===== config.mk =====
export PLATFORM = sky130hd
export DESIGN_NAME = uart_tx_sequencer
export DESIGN_NICKNAME = d
export VERILOG_FILES = /design/src/rtl/uart_pkg.sv /design/src/rtl/uart_seq_buf.sv /design/src/rtl/uart_tx_sequencer.sv
export SDC_FILE = /design/constraint.sdc
export NUM_CORES = 1
export LEC_CHECK = 0
export ABC_AREA = 1
export BUFFER_PORTS_ARGS = -buffer_cell sky130_fd_sc_hd__buf_2
export CELL_PAD_IN_SITES_DETAIL_PLACEMENT = 0
export CELL_PAD_IN_SITES_GLOBAL_PLACEMENT = 1
export CORE_MARGIN = 2
export CORE_UTILIZATION = 43
export CTS_CLUSTER_DIAMETER = 100
export CTS_CLUSTER_SIZE = 10
export DETAILED_ROUTE_END_ITERATION = 12
export PLACE_DENSITY = 0.87
export SKIP_LAST_GASP = 1
export SYNTH_ARGS = -nofsm -noshare
export SYNTH_HDL_FRONTEND = slang
export SYNTH_HIERARCHICAL = 1
export SYNTH_SLANG_ARGS = --single-unit

===== constraint.sdc =====
create_clock -name clk -period 1.9 [get_ports clk]
set_input_delay 0.285 -clock clk [delete_from_list [all_inputs] [get_ports clk]]
set_output_delay 0.285 -clock clk [all_outputs]
set_load 0.005 [all_outputs]

===== src/rtl/uart_pkg.sv =====
// Shared definitions for the UART transmit path: sequencer state encoding and reset pattern.
// The GAP state exists only when UART_SEQ_GAP_EN is defined.
package uart_pkg;

  localparam int unsigned UART_DATA_W = 8;

  localparam logic [7:0] SEQ_PATTERN [0:3] = '{8'hAA, 8'h55, 8'hCC, 8'h89};

`ifdef UART_SEQ_GAP_EN
  typedef enum logic [2:0] {
    StIdle, StStrobe, StWaitAck, StWaitDone, StGap, StNext
  } seq_state_e;
`else
  typedef enum logic [2:0] {
    StIdle, StStrobe, StWaitAck, StWaitDone, StNext
  } seq_state_e;
`endif

  // Reset value of buffer entry idx; the pattern repeats every four entries.
  function automatic logic [7:0] seq_pattern(input int unsigned idx);
    logic [1:0] sel;
    sel = 2'(idx % 4);
    return SEQ_PATTERN[sel];
  endfunction

endpackage


===== src/rtl/uart_seq_buf.sv =====
// Word buffer for the TX sequencer: synchronous write, asynchronous read,
// entries reset to the repeating seq_pattern.
module uart_seq_buf
  import uart_pkg::*;
#(
  parameter int unsigned DATA_W = UART_DATA_W,
  parameter int unsigned DEPTH  = 4,
  parameter int unsigned AW     = $clog2(DEPTH)
) (
  input  logic              clk,
  input  logic              reset,
  input  logic              we_i,
  input  logic [AW-1:0]     waddr_i,
  input  logic [DATA_W-1:0] wdata_i,
  input  logic [AW-1:0]     raddr_i,
  output logic [DATA_W-1:0] rdata_o
);

  logic [DATA_W-1:0] mem_q [DEPTH];
  logic [DATA_W-1:0] mem_d [DEPTH];

  always_comb begin
    mem_d = mem_q;
    if (we_i) begin
      mem_d[waddr_i] = wdata_i;
    end
  end

  always_ff @(posedge clk or posedge reset) begin
    if (reset) begin
      for (int unsigned i = 0; i < DEPTH; i++) begin
        mem_q[i] <= DATA_W'(seq_pattern(i));
      end
    end else begin
      mem_q <= mem_d;
    end
  end

  assign rdata_o = mem_q[raddr_i];

endmodule


===== src/rtl/uart_tx_sequencer.sv =====
// Feeds buffered words to the UART transmitter over the tx_wr/tx_busy handshake.
// Define UART_SEQ_GAP_EN to insert GAP_CYCLES idle cycles after every word.
module uart_tx_sequencer
  import uart_pkg::*;
#(
  parameter int unsigned DATA_W      = UART_DATA_W,
  parameter int unsigned DEPTH       = 4,
  parameter int unsigned ACK_TIMEOUT = 15,
  parameter int unsigned GAP_CYCLES  = 0,
  localparam int unsigned AW         = $clog2(DEPTH)
) (
  input  logic              clk,
  input  logic              reset,
  input  logic              start,
  input  logic              stop,
  input  logic              loop_mode,
  input  logic [AW:0]       num_words,
  input  logic              buf_we,
  input  logic [AW-1:0]     buf_addr,
  input  logic [DATA_W-1:0] buf_wdata,
  input  logic              tx_busy,
  output logic              tx_wr,
  output logic [DATA_W-1:0] tx_data,
  output logic              active,
  output logic              done,
  output logic              ack_err,
  output logic [AW-1:0]     word_idx
);

  localparam int unsigned AckW    = (ACK_TIMEOUT > 0) ? $clog2(ACK_TIMEOUT + 1) : 1;
  localparam logic [AW:0] FullLen = (AW + 1)'(DEPTH);
  localparam logic [AW:0] LenOne  = (AW + 1)'(1);

  seq_state_e        state_q, state_d;
  logic [AW-1:0]     word_idx_q, word_idx_d;
  logic [AW:0]       len_q, len_d;
  logic              loop_q, loop_d;
  logic              stop_q, stop_d;
  logic [AckW-1:0]   ack_cnt_q, ack_cnt_d;
  logic              tx_wr_q, tx_wr_d;
  logic [DATA_W-1:0] tx_data_q, tx_data_d;
  logic              done_q, done_d;
  logic              ack_err_q, ack_err_d;
  logic [DATA_W-1:0] buf_rdata;
  logic              last_word;

`ifdef UART_SEQ_GAP_EN
  localparam int unsigned GapW = (GAP_CYCLES > 0) ? $clog2(GAP_CYCLES + 1) : 1;
  logic [GapW-1:0] gap_cnt_q, gap_cnt_d;
`endif

  uart_seq_buf #(
    .DATA_W (DATA_W),
    .DEPTH  (DEPTH),
    .AW     (AW)
  ) u_buf (
    .clk     (clk),
    .reset   (reset),
    .we_i    (buf_we),
    .waddr_i (buf_addr),
    .wdata_i (buf_wdata),
    .raddr_i (word_idx_q),
    .rdata_o (buf_rdata)
  );

  assign last_word = (({1'b0, word_idx_q} + LenOne) == len_q);

  always_comb begin
    state_d    = state_q;
    word_idx_d = word_idx_q;
    len_d      = len_q;
    loop_d     = loop_q;
    stop_d     = stop_q;
    ack_cnt_d  = ack_cnt_q;
    tx_wr_d    = 1'b0;
    tx_data_d  = tx_data_q;
    done_d     = 1'b0;
    ack_err_d  = ack_err_q;
`ifdef UART_SEQ_GAP_EN
    gap_cnt_d  = gap_cnt_q;
`endif

    if (stop && (state_q != StIdle)) begin
      stop_d = 1'b1;
    end

    case (state_q)
      StIdle: begin
        if (start) begin
          if ((num_words == '0) || (32'(num_words) > DEPTH)) begin
            len_d = FullLen;
          end else begin
            len_d = num_words;
          end
          loop_d     = loop_mode;
          word_idx_d = '0;
          ack_err_d  = 1'b0;
          state_d    = StStrobe;
        end
      end
      StStrobe: begin
        // Data is captured here, so buffer writes after this point hit only later passes.
        tx_data_d = buf_rdata;
        tx_wr_d   = 1'b1;
        ack_cnt_d = '0;
        state_d   = StWaitAck;
      end
      StWaitAck: begin
        if (tx_busy) begin
          state_d = StWaitDone;
        end else if (ack_cnt_q == AckW'(ACK_TIMEOUT)) begin
          ack_err_d = 1'b1;
          state_d   = StIdle;
        end else begin
          ack_cnt_d = ack_cnt_q + AckW'(1);
        end
      end
      StWaitDone: begin
        if (!tx_busy) begin
`ifdef UART_SEQ_GAP_EN
          if (GAP_CYCLES > 0) begin
            gap_cnt_d = GapW'(GAP_CYCLES);
            state_d   = StGap;
          end else begin
            state_d = StNext;
          end
`else
          state_d = StNext;
`endif
        end
      end
`ifdef UART_SEQ_GAP_EN
      StGap: begin
        if (gap_cnt_q <= GapW'(1)) begin
          state_d = StNext;
        end else begin
          gap_cnt_d = gap_cnt_q - GapW'(1);
        end
      end
`endif
      StNext: begin
        if (stop_q || stop) begin
          done_d  = 1'b1;
          state_d = StIdle;
        end else if (last_word) begin
          if (loop_q) begin
            word_idx_d = '0;
            state_d    = StStrobe;
          end else begin
            done_d  = 1'b1;
            state_d = StIdle;
          end
        end else begin
          word_idx_d = word_idx_q + AW'(1);
          state_d    = StStrobe;
        end
      end
      default: state_d = StIdle;
    endcase

    if (state_d == StIdle) begin
      stop_d = 1'b0;
    end
  end

  always_ff @(posedge clk or posedge reset) begin
    if (reset) begin
      state_q    <= StIdle;
      word_idx_q <= '0;
      len_q      <= FullLen;
      loop_q     <= 1'b0;
      stop_q     <= 1'b0;
      ack_cnt_q  <= '0;
      tx_wr_q    <= 1'b0;
      tx_data_q  <= DATA_W'(seq_pattern(0));
      done_q     <= 1'b0;
      ack_err_q  <= 1'b0;
`ifdef UART_SEQ_GAP_EN
      gap_cnt_q  <= '0;
`endif
    end else begin
      state_q    <= state_d;
      word_idx_q <= word_idx_d;
      len_q      <= len_d;
      loop_q     <= loop_d;
      stop_q     <= stop_d;
      ack_cnt_q  <= ack_cnt_d;
      tx_wr_q    <= tx_wr_d;
      tx_data_q  <= tx_data_d;
      done_q     <= done_d;
      ack_err_q  <= ack_err_d;
`ifdef UART_SEQ_GAP_EN
      gap_cnt_q  <= gap_cnt_d;
`endif
    end
  end

  assign tx_wr    = tx_wr_q;
  assign tx_data  = tx_data_q;
  assign active   = (state_q != StIdle);
  assign done     = done_q;
  assign ack_err  = ack_err_q;
  assign word_idx = word_idx_q;

endmodule


# After elaboration in Yosys (flattened, before gate mapping)
# Index checks and enable logic that the tools add are counted.
[word_totals]
ff_bits = 57
input_bits = 20
word_cells = 85
[classes]
bitwise_logic = 2
eq_ne = 12
muxes = 34
add_sub_neg = 3
n_reduce_logical = 16
n_lt_le_gt_ge = 4
[op_table]
columns = ["operator", "n"]
rows = [
  ["32-bit bitwise mux", 1],
  ["8-bit 2-to-1 mux", 3],
  ["3-bit 2-to-1 mux", 7],
  ["8-bit binary-select mux with 2-bit select", 1],
  ["8-bit demux with 2-bit select", 1],
  ["3-bit one-hot mux with 5 select lines", 1],
  ["1-bit 2-to-1 mux", 11],
  ["2-bit inequality test (second input constant)", 5],
  ["3-bit zero test", 3],
  ["2-bit 2-to-1 mux", 4],
  ["4-bit 2-to-1 mux", 2],
  ["4-bit one-hot mux with 2 select lines", 1],
  ["4-bit AND reduction", 2],
  ["2-bit nonzero test", 4],
  ["3-bit by 2-bit == test with 1-bit output (second input constant)", 2],
  ["3-bit greater-or-equal comparator (second input constant)", 2],
  ["2-bit inverter with 3-bit output", 2],
  ["4-bit by 1-bit adder with 4-bit output (second input constant)", 1],
  ["4-bit == test (second input constant)", 1],
  ["2-bit one-hot mux with 2 select lines", 1],
  ["2-bit by 1-bit adder with 3-bit output (second input constant)", 1],
  ["3-bit by 1-bit == test with 1-bit output (second input constant)", 1],
  ["3-bit == test", 1],
  ["3-bit == test (second input constant)", 1],
  ["other kinds (10)", 12],
]

# Longest topological paths before layout
[logic_depth]
ltp_word = 7
ltp_mapped = 9
ltp_nobuf = 9

# Hierarchy
# The synthesis kept the hierarchy.
[modules_own_cells]
columns = ["mod", "seq_area_each_um2", "cells_each", "instances", "area_each_um2"]
rows = [
  ["uart_seq_buf", 819.5, 236, 1, 1808.0],
  ["uart_tx_sequencer", 631.9, 140, 1, 1191.1],
]

# Worst setup path before layout
# No wires, ideal clock.
[synth_timing]
path_kind = "flip-flop to flip-flop"
start = "reg word_idx_q[0], in the netlist word_idx[0]"
end = "reg word_idx_q[0], in the netlist word_idx[0]"
required_time_ns = 1.783
slack_ns = 0.434
arrival_time_ns = 1.349
n_path_buf = 0
path_stages_with_launch = 8
period_less_slack_ns = 1.466
setup_ns = 0.117
cell_sequence = "dfrtp_1 ha_1 xnor2_1 nand4_1 nand3_1 nand2_1 nand2_1 nand2_1"
[synth_between]
elab_chain_cells = 5
word_cells_on_any_way = 8
classes_between = "add/sub: 2; eq/ne: 2; mux: 3; reduce/logical: 1"
[synth_rtl]
columns = ["element", "line_no", "source"]
rows = [
  ["start: declaration", "uart_tx_sequencer.sv:35", "logic [AW-1:0] word_idx_q, word_idx_d;"],
  ["start signal: assignment", "uart_tx_sequencer.sv:183", "word_idx_q <= word_idx_d;"],
  ["2-bit by 1-bit adder with 3-bit output", "uart_tx_sequencer.sv:66", "assign last_word = (({1'b0, word_idx_q} + LenOne) == len_q);"],
  ["3-bit == test", "uart_tx_sequencer.sv:66", ""],
  ["2-bit 2-to-1 mux", "uart_tx_sequencer.sv:145", "end else if (last_word) begin"],
  ["2-bit 2-to-1 mux", "uart_tx_sequencer.sv:142", "if (stop_q || stop) begin"],
  ["2-bit one-hot mux with 2 select lines", "uart_tx_sequencer.sv:87", "case (state_q)"],
]
# Several ways; a longest one is shown, not always the timed one. The select of a mux whose other input is x is not followed.
# A chain may end at the register's enable or synchronous reset.

# Final worst setup path
[layout_timing]
start = "reg word_idx_q[0], in the netlist word_idx[0]"
end = "reg stop_q"
[layout_between]
elab_chain_cells = 7
word_cells_on_any_way = 8
classes_between = "add/sub: 1; eq/ne: 1; mux: 4; reduce/logical: 2"
[layout_rtl]
columns = ["element", "line_no", "source"]
rows = [
  ["2-bit by 1-bit adder with 3-bit output *", "uart_tx_sequencer.sv:66", ""],
  ["3-bit == test *", "uart_tx_sequencer.sv:66", ""],
  ["3-bit 2-to-1 mux *", "uart_tx_sequencer.sv:145", ""],
  ["3-bit 2-to-1 mux *", "uart_tx_sequencer.sv:142", ""],
  ["3-bit one-hot mux with 5 select lines *", "uart_tx_sequencer.sv:87", ""],
  ["3-bit zero test *", "uart_tx_sequencer.sv:161", "if (state_d == StIdle) begin"],
  ["1-bit 2-to-1 mux / 2-bit nonzero test (equally long branches)", "n/a", ""],
  ["end signal: assignment", "uart_tx_sequencer.sv:186", "stop_q <= stop_d;"],
  ["end: declaration", "uart_tx_sequencer.sv:38", "logic stop_q, stop_d;"],
]
# Mark *: on every way between the ends. The rest lies on a longest branch, timed or not.

==> impl_summary.log <==
[metrics] clock transition at the registers of the reported paths: 0.07 ns
[metrics] height of the die: 87.5 um
[metrics] Boundary Pins: 34
[metrics] relative area change from synthesis to final layout: 13.4%
[metrics] GRT Total Usage: 18.8%
[metrics] worst vdd rail ir drop: 0.000391 V
[metrics] number of iterations in the first detailed-routing pass: 4
[metrics] share of flip-flops with an asynchronous set or reset after synthesis: 100%
[metrics] tightest hold margin: 0.174 ns
[metrics] outcome: complete, no violations
[metrics] GR Layer Usage met1: 26.7%
[metrics] WL final: 6360 um
[metrics] count of flip-flops with a built-in enable after synthesis: 0
[metrics] share of Yosys cell area claimed by the top area cell type: 30.9%
[metrics] Initial Utilization: 44.4%
[metrics] library cell used as clock root buffer: sky130_fd_sc_hd__clkbuf_8
[metrics] max-capacitance violation count: 0
[metrics] maximum level of the CTS H-tree: 3
[metrics] Worst-Margin Slew: 0.450 ns
[metrics] source-to-sink clock delay at the later pin of the worst-skew pair: 0.33 ns
[metrics] Critical Path Most Common Cell: sky130_fd_sc_hd__nand3_1
[metrics] category of the worst setup path capture point: flop
[metrics] dpl ws: 0.366 ns
[metrics] setup fix buffers added after clock tree synthesis: 0
[metrics] floorplan core area: 6760 sq um
[metrics] Pleak: 1.87 nW
[metrics] number of buffer and inverter instances along the worst setup path: 1
[metrics] area of the die: 7660 sq um
[metrics] antenna cell count: 0
[metrics] GP Congestion: 0.819
[metrics] routed vias: 2,468
[metrics] family of cells with the greatest summed delay on the critical path: simple AND/OR/NAND/NOR gates
[metrics] total nets after synthesis: 399
[metrics] DRT iter0 DRCs: 123
[metrics] final hold violations: 0
[metrics] Mean Syn Cell Area: 7.98 sq um
[metrics] Critical Path Source Type: flop
[metrics] number of max-slew violations in the final report: 0
[metrics] sum of internal, switching and leakage power: 3.97 mW
[metrics] number of rows in the core area: 30
[metrics] worst-case setup margin in the final layout: 0.318 ns
[metrics] critical path cell sequence: ha_1 -> xnor2_1 -> nand4_1 -> nand3_1 -> nand3_1 -> nand2_1 -> inv_1
[metrics] upper clock frequency limit: 632 MHz
[metrics] post-detailed-route via-to-cell ratio: 4.92
[metrics] TritonCTS Sinks: 57
[metrics] number of global-route vias before repair: 2,308
[metrics] WL per Instance: 12.7 um
[metrics] end-of-flow core utilization: 50.3%
[metrics] setup repair after global routing missed its margin: false
[metrics] hold crit path type: in -> reg
[metrics] CTS tree: built
[metrics] worst-case clock skew: 0.00812 ns
[metrics] Unique masters post-synth: 32
[metrics] flip-flop cell with the highest count after synthesis: sky130_fd_sc_hd__dfrtp_1
[metrics] cell count after synthesis: 376
[metrics] number of nets still failing antenna checks after routing: 0
[metrics] path type of the worst setup path: reg -> reg
[metrics] worst-path cell with the longest stage delay: sky130_fd_sc_hd__dfrtp_1
[metrics] longest individual stage delay on the worst path: 0.39 ns
[metrics] final setup violation count: 0
[metrics] Final nets: 440
[metrics] # placed instances: 485
[metrics] Slew HR: 70.0%
[metrics] required time of the critical path: 2.12 ns
[metrics] number of DRC violations after detailed routing: 0
[metrics] placement-stage cell area: 3220 sq um
[metrics] total gr overflow: 0
[metrics] HPWL reported at the end of detailed placement: 4520 um
[metrics] Power Dens Cells: 1170 nW/um^2
[metrics] GRT met2 Usage: 28.2%
[metrics] worst-path fanout max: 5
[metrics] arrival time worst endpoint: 1.80 ns
[metrics] cell type with the largest total area after synthesis: sky130_fd_sc_hd__dfrtp_1
[metrics] share of final-layout standard cells stronger than drive strength 1: 23.0%
[metrics] met3 GRT Util: 4.83%
[metrics] post-synthesis register bit count: 57
[metrics] number of buffers inserted by port buffering: 33
[metrics] final total negative setup slack: 0 ns
[metrics] part of the cycle the worst path needs: 83.3%
[metrics] total CTS buffers: 9
[metrics] Design Area, Final: 3400 sq um
[metrics] cell types with the highest counts after synthesis: sky130_fd_sc_hd__nand2_1 (146), sky130_fd_sc_hd__inv_1 (61), sky130_fd_sc_hd__dfrtp_1 (37)
[metrics] count of synthesis-stage warnings from yosys: 6
[metrics] cell area after technology mapping: 3000 sq um
[metrics] antenna violations before repair: 0
[metrics] first-pass GRT wire length: 11,100 um
[metrics] dominant cell by count in the synthesized netlist: sky130_fd_sc_hd__nand2_1
[metrics] Chip Width: 87.5 um
[metrics] largest net degree at the start of global routing: 33
[metrics] post-route insts no fill: 502
[metrics] fraction of the yosys area taken by sequential cells: 48.4%
[metrics] cells taking the most area after synthesis: sky130_fd_sc_hd__dfrtp_1 (31%), sky130_fd_sc_hd__nand2_1 (18%), sky130_fd_sc_hd__dfstp_2 (18%)
[metrics] time the final worst path needs with I/O delays and setup: 1.58 ns
[metrics] Clock Path Buffers: 2
[metrics] Most Crowded Layer GR: met2
-- area by class of cell --
type | instances | area (sq um)
Clock inverter | 4 | 20.0
Clock buffer | 12 | 145
Inverter | 66 | 250
Tap cell | 80 | 100
Fill cell | 692 | 3360
Timing Repair Buffer | 40 | 220
Multi-Input combinational cell | 243 | 1210
Sequential cell | 57 | 1450
-- layout by cell type, fill, tap and decap left out, types with 4 or more instances in the layout --
master and n:
sky130_fd_sc_hd__inv_1 61, sky130_fd_sc_hd__buf_2 33, sky130_fd_sc_hd__buf_4 6, sky130_fd_sc_hd__clkbuf_8 10, sky130_fd_sc_hd__nand4_1 18, sky130_fd_sc_hd__dfstp_2 20
sky130_fd_sc_hd__nand3_1 34, sky130_fd_sc_hd__o21ai_0 5, sky130_fd_sc_hd__nor2_1 9, sky130_fd_sc_hd__o21ai_2 8, sky130_fd_sc_hd__dfrtp_1 37, sky130_fd_sc_hd__inv_2 4
sky130_fd_sc_hd__nand2_1 146, sky130_fd_sc_hd__clkinv_2 4
-- routing by layer --
layer / up-vias / routed length (um)
met5: - / 0
met1: 1159 / 3080
li1: 1254 / -
met4: 0 / 57
met3: 6 / 213
met2: 49 / 3010
-- repair_timing --
item | CTS | global route
hold buffers | 1 | 0
endpoints found under the hold margin | 7 | 0
resized for setup | 0 | 0
-- final timing paths --
path	start	to	slack, ns	depth (start not counted)
hold / removal	loop_mode	loop_q$_DFFE_PP0P_	0.17	3
min in group asynchronous	reset	len_q[1]$_DFFE_PP0P_	0.55	4
setup / recovery	word_idx[0]$_DFFE_PP0P_	stop_q$_DFFE_PP0P_	0.32	7
hold reg to reg	tx_data[1]$_DFFE_PP1P_	tx_data[1]$_DFFE_PP1P_	0.46	2
setup reg to reg	word_idx[0]$_DFFE_PP0P_	stop_q$_DFFE_PP0P_	0.32	7
max in group asynchronous	reset	u_buf/mem_q[25]$_DFFE_PP1P_	0.97	4
-- logic make-up after synthesis --
| kind of cell | Yosys count | synth area share [%] |
|---|---|---|
| adder cells (fa/ha/maj) | 3 | 1.25 |
| buffers and inverters | 76 | 11.2 |
| flip-flops | 57 | 48.4 |
| AND/OR/NAND/NOR | 218 | 33.4 |
| XOR/XNOR | 2 | 0.584 |
| AO/OA/AOI/OAI | 20 | 5.22 |
-- sequential cells by signal, indices dropped and copies added (netlist names) --
register,flops
u_buf/mem_q,32
loop_q,1
stop_q,1
ack_cnt_q,4
done,1
state_q,3
word_idx,2
tx_wr,1
ack_err,1
len_q,3
tx_data,8
-- where the power goes --
group / switching (mW) / internal (mW) / total (mW)
Clock: 0.465 / 0.500 / 0.965
Combinational: 0.751 / 0.463 / 1.21
Sequential: 0.203 / 1.59 / 1.79
Total: 1.42 / 2.55 / 3.97
-- tightest hold or removal path, delay by kind of cell --
kind	cells	cell delay, ns
buf+inv	1	0.08
compound gates	1	0.07
simple gates	1	0.04
Power figures use the tool's default switching activity.
